`config.mk`:
```
export PLATFORM = sky130hd
export DESIGN_NAME = seq_mul
export DESIGN_NICKNAME = d
export VERILOG_FILES = /design/src/rtl/seq_mul.sv
export SDC_FILE = /design/constraint.sdc
export NUM_CORES = 1
export LEC_CHECK = 0
export CAP_MARGIN = 0
export CORE_AREA = 2 2 73 75
export CTS_CLUSTER_DIAMETER = 200
export CTS_CLUSTER_SIZE = 40
export DETAILED_ROUTE_END_ITERATION = 16
export DIE_AREA = 0 0 75 77
export PLACE_DENSITY = 0.67
export SYNTH_ARGS = -nofsm -noshare
export SYNTH_HDL_FRONTEND = slang
export SYNTH_SLANG_ARGS = --single-unit
```
`constraint.sdc`:
```
create_clock -name clk -period 3.11 [get_ports clk]
set_clock_uncertainty 0.15 [all_clocks]
set_input_delay 0.933 -clock clk [delete_from_list [all_inputs] [get_ports clk]]
set_output_delay 0.933 -clock clk [all_outputs]
set_load 0.1 [all_outputs]
```
`src/rtl/seq_mul.sv`:
```
`default_nettype none
// ============================================================================
// Module      : seq_mul
// Description : Radix-2 shift-add sequential multiplier. One multiplier bit
//               is consumed per clock. Unsigned and two's-complement operands
//               are supported. Signed operands are multiplied as magnitudes,
//               and the product is negated at the end when the sign flag is set.
// Revision    : 1.0 - initial release
// ============================================================================
module seq_mul #(
    parameter int WIDTH = 4
) (
    input  logic                 clk,
    input  logic                 rst_n,
    input  logic                 start,
    input  logic                 signed_mode,
    input  logic [WIDTH-1:0]     A,
    input  logic [WIDTH-1:0]     B,
    output logic [2*WIDTH-1:0]   M,
    output logic                 busy,
    output logic                 done
);

    localparam int              C_PW   = 2 * WIDTH;
    localparam int              C_CW   = $clog2(WIDTH + 1);
    localparam logic [C_CW-1:0] C_LAST = C_CW'(WIDTH - 1);

    typedef enum logic [1:0] {
        IDLE = 2'd0,
        RUN  = 2'd1,
        DONE = 2'd2
    } state_t;

    state_t            state_q,  state_d;
    logic [C_PW-1:0]   mcand_q,  mcand_d;
    logic [WIDTH-1:0]  mplier_q, mplier_d;
    logic [C_PW-1:0]   acc_q,    acc_d;
    logic [C_CW-1:0]   cnt_q,    cnt_d;
    logic              sign_q,   sign_d;
    logic [C_PW-1:0]   m_q,      m_d;
    logic              busy_q,   busy_d;
    logic              done_q,   done_d;

    logic [WIDTH-1:0]  w_mag_a;
    logic [WIDTH-1:0]  w_mag_b;
    logic [C_PW-1:0]   w_acc_sum;

    // Operand magnitudes and the accumulator value after this step's add.
    // Negating the most-negative value wraps to 2^(WIDTH-1), which is exactly
    // the required magnitude when the result is read as unsigned.
    always_comb begin
        w_mag_a   = (signed_mode && A[WIDTH-1]) ? (~A + WIDTH'(1)) : A;
        w_mag_b   = (signed_mode && B[WIDTH-1]) ? (~B + WIDTH'(1)) : B;
        w_acc_sum = acc_q + (mplier_q[0] ? mcand_q : {C_PW{1'b0}});
    end

    // Next-state logic: operand capture, the shift-add step and the result load.
    always_comb begin
        state_d  = state_q;
        mcand_d  = mcand_q;
        mplier_d = mplier_q;
        acc_d    = acc_q;
        cnt_d    = cnt_q;
        sign_d   = sign_q;
        m_d      = m_q;
        busy_d   = 1'b0;
        done_d   = 1'b0;

        case (state_q)
            IDLE, DONE: begin
                // DONE accepts start as well, so back-to-back operations need no idle cycle.
                if (start) begin
                    mcand_d  = {{WIDTH{1'b0}}, w_mag_a};
                    mplier_d = w_mag_b;
                    acc_d    = {C_PW{1'b0}};
                    cnt_d    = {C_CW{1'b0}};
                    sign_d   = signed_mode & (A[WIDTH-1] ^ B[WIDTH-1]);
                    state_d  = RUN;
                    busy_d   = 1'b1;
                end else begin
                    state_d  = IDLE;
                end
            end
            RUN: begin
                // start is ignored here; the operation runs to completion.
                acc_d    = w_acc_sum;
                mcand_d  = mcand_q << 1;
                mplier_d = mplier_q >> 1;
                cnt_d    = cnt_q + C_CW'(1);
                if (cnt_q == C_LAST) begin
                    m_d     = sign_q ? (~w_acc_sum + C_PW'(1)) : w_acc_sum;
                    state_d = DONE;
                    done_d  = 1'b1;
                end else begin
                    busy_d  = 1'b1;
                end
            end
            default: begin
                state_d = IDLE;
            end
        endcase
    end

    // State and datapath registers with synchronous active-low reset.
    always_ff @(posedge clk) begin
        if (!rst_n) begin
            state_q  <= IDLE;
            mcand_q  <= {C_PW{1'b0}};
            mplier_q <= {WIDTH{1'b0}};
            acc_q    <= {C_PW{1'b0}};
            cnt_q    <= {C_CW{1'b0}};
            sign_q   <= 1'b0;
            m_q      <= {C_PW{1'b0}};
            busy_q   <= 1'b0;
            done_q   <= 1'b0;
        end else begin
            state_q  <= state_d;
            mcand_q  <= mcand_d;
            mplier_q <= mplier_d;
            acc_q    <= acc_d;
            cnt_q    <= cnt_d;
            sign_q   <= sign_d;
            m_q      <= m_d;
            busy_q   <= busy_d;
            done_q   <= done_d;
        end
    end

    assign M    = m_q;
    assign busy = busy_q;
    assign done = done_q;

endmodule
`default_nettype wire

```
# Word level (Yosys, flattened, before mapping)
# Index checks and enable logic that the tools add are counted.
[totals]
reg_bits = 36
inputBits = 12
output_inout_bits = 10
[classes]
addsub = 5
n_eq_ne = 5
muxes = 19
n_bitwise = 5
n_reduce_logical = 9
[ops]
columns = ["op", "count"]
rows = [
  ["$mux 8", 4],
  ["$pmux 8 s2", 2],
  ["$mux 4", 3],
  ["$add 4x1->4 const B", 2],
  ["$add 8x1->8 const B", 1],
  ["$add 8x8->8", 1],
  ["$not 4->4", 2],
  ["$not 8->8", 1],
  ["$pmux 4 s2", 1],
  ["$reduce_and 2->1", 4],
  ["$pmux 3 s2", 1],
  ["$mux 1", 4],
  ["$ne 2x2->1 const B", 2],
  ["$pmux 2 s2", 1],
  ["$add 3x1->3 const B", 1],
  ["$eq 3x2->1 const B", 1],
  ["$mux 3", 1],
  ["$eq 2x1->1 const B", 1],
  ["$eq 2x2->1 const B", 1],
  ["$logic_and 1x1->1", 2],
  ["$logic_not 2->1", 1],
  ["$mux 2", 1],
  ["$pmux 1 s2", 1],
  ["$reduce_bool 2->1", 1],
  ["3 further kinds", 3],
]

# Depth between registers and ports, before layout
[depth]
ltp_word = 5
ltp_mapped = 9

# Worst setup path before layout
# No wires, ideal clock.
[synth_timing]
path_type = "register to register"
from = "register mplier_q[0]"
to = "register m_q[7], in the netlist M[7]"
setup_ns = 0.079
t_arrival_ns = 2.409
required_ns = 2.881
setup_slack_ns = 0.472
stages_incl_launch_ff = 10
n_path_buf = 0
synth_period_minus_slack_ns = 2.638
cell_sequence = "dfxtp_1 and2_1 ha_1 fa_1 a211oi_2 nor4b_1 or4_4 o31ai_4 nand3_1 o211ai_1"
[synth_via]
elab_chain_cells = 5
[synth_lines]
columns = ["item", "line_no", "source"]
rows = [
  ["start: declaration", "36", "logic [WIDTH-1:0] mplier_q, mplier_d;"],
  ["start signal: assignment", "109", "mplier_q <= {WIDTH{1'b0}};"],
  ["start signal: assignment", "119", "mplier_q <= mplier_d;"],
  ["$mux 8 *", "54", "w_acc_sum = acc_q + (mplier_q[0] ? mcand_q : {C_PW{1'b0}});"],
  ["$add 8x8->8 *", "54", ""],
  ["$not 8->8", "91", "m_d = sign_q ? (~w_acc_sum + C_PW'(1)) : w_acc_sum;"],
  ["$add 8x1->8", "91", ""],
  ["$mux 8 *", "91", ""],
  ["end signal: assignment", "113", "m_q <= {C_PW{1'b0}};"],
  ["end signal: assignment", "123", "m_q <= m_d;"],
  ["end: declaration", "40", "logic [C_PW-1:0] m_q, m_d;"],
]
# Mark *: on every way between the ends. The rest lies on a longest branch, timed or not.
# A chain may end at the register's enable or synchronous reset.

# Final worst setup path
# Ends and elaborated chain as after synthesis.

==> reports/summary.md <==
## Run status
- **result of the run** finished, final reports clean

## Power
- **Worst VDD drop** 0.147 mV
- **PwrDens** 436 mW/mm2
- **Leakage** 0.000949 uW

## GRT
- **wire length of the first global-routing pass** 6.43 mm
- **global routing met2 resource utilization** 21.8%
- **total global routing overflow** 0
- **global routing's busiest layer** met2
- **largest net degree at the start of global routing** 23
- **GR met3 Demand/Resource** 3.94%
- **via count of the first global-routing pass** 1432
- **overall routing resource usage** 14.2%
- **number of antenna violations at the first check in global routing** 0
- **M1 GR Usage** 18.6%

## Die
- **num rows** 26
- **Starting Density** 38.6%
- **Die Ht** 77 um
- **area of the die** 0.00578 mm2
- **Top Ports** 22
- **die width** 75 um
- **core area** 0.00498 mm2

## Placed design
- **# placed instances** 312
- **RD Place Congestion** 0.755
- **HPWL Detailed** 2.90 mm
- **number of I/O port buffers** 21

## Synthesis
- **number of enable-type register cells in the synthesized netlist** 0
- **Post-Synthesis Cell Area** 0.00192 mm2
- **number of storage elements in the synthesis netlist** 36
- **Async S/R FF share, synth** 0%
- **synthesized area per cell** 8.51 um2
- **Gate Count Post-Synth** 226
- **share of the yosys chip area belonging to registers** 37.5%
- **distinct cell type count after synthesis** 39
- **Net Count, Synth** 251
- **most common flop cell mapped by yosys** dfxtp_1
- **count of warnings emitted by yosys** 0

## Worst setup path
- **critical path data arrival time** 2.87 ns
- **depth of the worst register-to-register path** 9
- **required arrival time at the worst endpoint** 3.18 ns
- **critical setup path kind** register to register
- **Setup crit start kind** register
- **maximum fanout encountered on the critical timing path** 9
- **Setup crit end kind** register

## STA
- **hold slack** 0.307 ns
- **highest achievable clock rate** 357 MHz
- **Pins Over Slew Limit** 0
- **accumulated negative setup slack** 0 ns
- **share of the clock period used by the worst path after layout** 90.0%
- **final hold viol count** 0
- **transition at the pin with the smallest max-transition slack** 0.674 ns
- **Max-slew headroom** 54.7%
- **minimum clock period after layout** 2.80 ns
- **Final setup viols** 0
- **unrepaired setup endpoints after global routing** no

## Clock tree
- **clock transition at the registers of the reported paths** 0.07 ns
- **total clock buffers created by CTS** 5
- **Hold Buf Count CTS** 0
- **post-CTS resize count** 0
- **TritonCTS sink count** 36
- **clock insertion delay at the later pin of the skew report** 0.29 ns
- **Post-CTS Setup Repair Bufs** 0
- **H-tree levels** 2
- **Max Root-Sink Buffers** 2
- **TritonCTS clock tree** built
- **CTS Root Cell** clkbuf_8

## Routing
- **routed vias/inst** 5.08
- **vias** 1625
- **average wire per standard cell** 12.1 um
- **number of optimization iterations in the first detailed-route pass** 4
- **wire length reported by the detailed router** 3.87 mm
- **Iteration-0 DRC Markers** 74
- **remaining antenna violation count after routing** 0
- **DRC** 0

## Finish
- **number of diodes** 0
- **fill cell count** 485
- **synthesis-to-layout area growth** 19.8%
- **commonest non-fill, non-tap cells in the layout** 36 x dfxtp_1, 36 x nor2_1, 18 x nand2_1, 18 x a22oi_1, 15 x buf_4
- **number of standard cells in the layout, taps in and fillers out** 320
- **layout net count** 274
- **ratio of cells with drive above 1 in the final layout** 12.4%

## Run
- **maxcap violations** 0

## Worst hold path
- **number of cells on the worst hold path** 2
- **worst hold-check path type** register to register

==> stage by stage <==
step / util (%) / setup WS [ns] / power (uW) / cell area, um2
6_report: 46.3 / 0.312 / 1000 / 2300
5_1_grt: 46.3 / 0.165 / 1050 / 2300
4_1_cts: 46.3 / 0.303 / 1010 / 2300
3_5_place_dp: 44.0 / 0.326 / 604 / 2190
3_3_place_gp: 44.0 / 0.361 / 604 / 2190
2_1_floorplan: - / 0.472 / 562 / 1920
==> cells by family after synthesis <==
group / Yosys count / share of synthesized area (%)
buffers and inverters: 20 / 4.10
DFF: 36 / 37.5
and+or+nand+nor: 87 / 21.2
AOI/OAI and AO/OA: 57 / 22.3
adders and majority gates: 13 / 8.85
xor gates and xnor gates: 11 / 5.01
muxes: 2 / 1.04
==> Yosys cell counts (2+ instances only) <==
cell,instances,area [um2]
xor2_1,8,70.1
mux2i_1,2,20.0
a21o_1,2,15.0
a211oi_1,5,37.5
a22oi_1,18,135
ha_1,12,150
inv_1,10,37.5
xnor2_1,3,26.3
or3_1,2,12.5
nand2_1,18,67.6
nand3_1,8,40.0
nor2b_1,2,12.5
and2_1,10,62.6
a221oi_1,3,26.3
nor2_1,36,135
a21oi_1,14,70.1
nand2b_1,4,25.0
clkbuf_1,9,33.8
o31ai_1,2,15.0
dfxtp_1,36,721
o21ai_0,4,20.0
==> state kept, by name, indices dropped and copies added (netlist names) <==
register and cells:
M 8, acc_q 8, mcand_q 8, mplier_q 4, cnt_q 3, state_q 2
busy 1, done 1, sign_q 1
==> per-layer routing <==
metal,routed length (um),share of wire (%),vias up
li1,-,-,842
met1,1880,49,757
met2,1810,47,19
met3,119,3.1,7
met4,66,1.7,0
met5,0,0,-
==> layout make-up <==
| type | count | area (um2) | share of cell area [%] |
|---|---|---|---|
| clock inverters | 3 | 42.5 | 1.85 |
| flip-flops and latches | 36 | 721 | 31.3 |
| well taps | 70 | 87.6 | 3.80 |
| repair buffers | 26 | 223 | 9.67 |
| inverters | 10 | 37.5 | 1.63 |
| multi-input cells | 170 | 1120 | 48.8 |
| clock buffers | 5 | 68.8 | 2.99 |
==> worst paths after layout <==
check         startpoint  endpoint  slack [ns]
max          mplier_q[0]      M[7]        0.31
min                 M[2]      M[2]        0.31
max reg2reg  mplier_q[0]      M[7]        0.31
min reg2reg         M[2]      M[2]        0.31
==> report_power, final <==
| part | total (uW) | switching (uW) | internal, uW | leakage, uW |
|---|---|---|---|---|
| combinational | 111 | 66.7 | 44.2 | 0.000603 |
| clock | 411 | 173 | 237 | 0.0000541 |
| sequential | 482 | 9.53 | 473 | 0.000292 |
==> critical path: stages, from the launching register on <==
cell and delay [ns]:
dfxtp_1 0.37, and2_1 0.16, ha_1 0.21, fa_1 0.42
a211oi_2 0.31, nor4b_1 0.10, or4_4 0.56, o31ai_4 0.27
nand3_1 0.10, o211ai_1 0.08
Power figures use the tool's default switching activity.
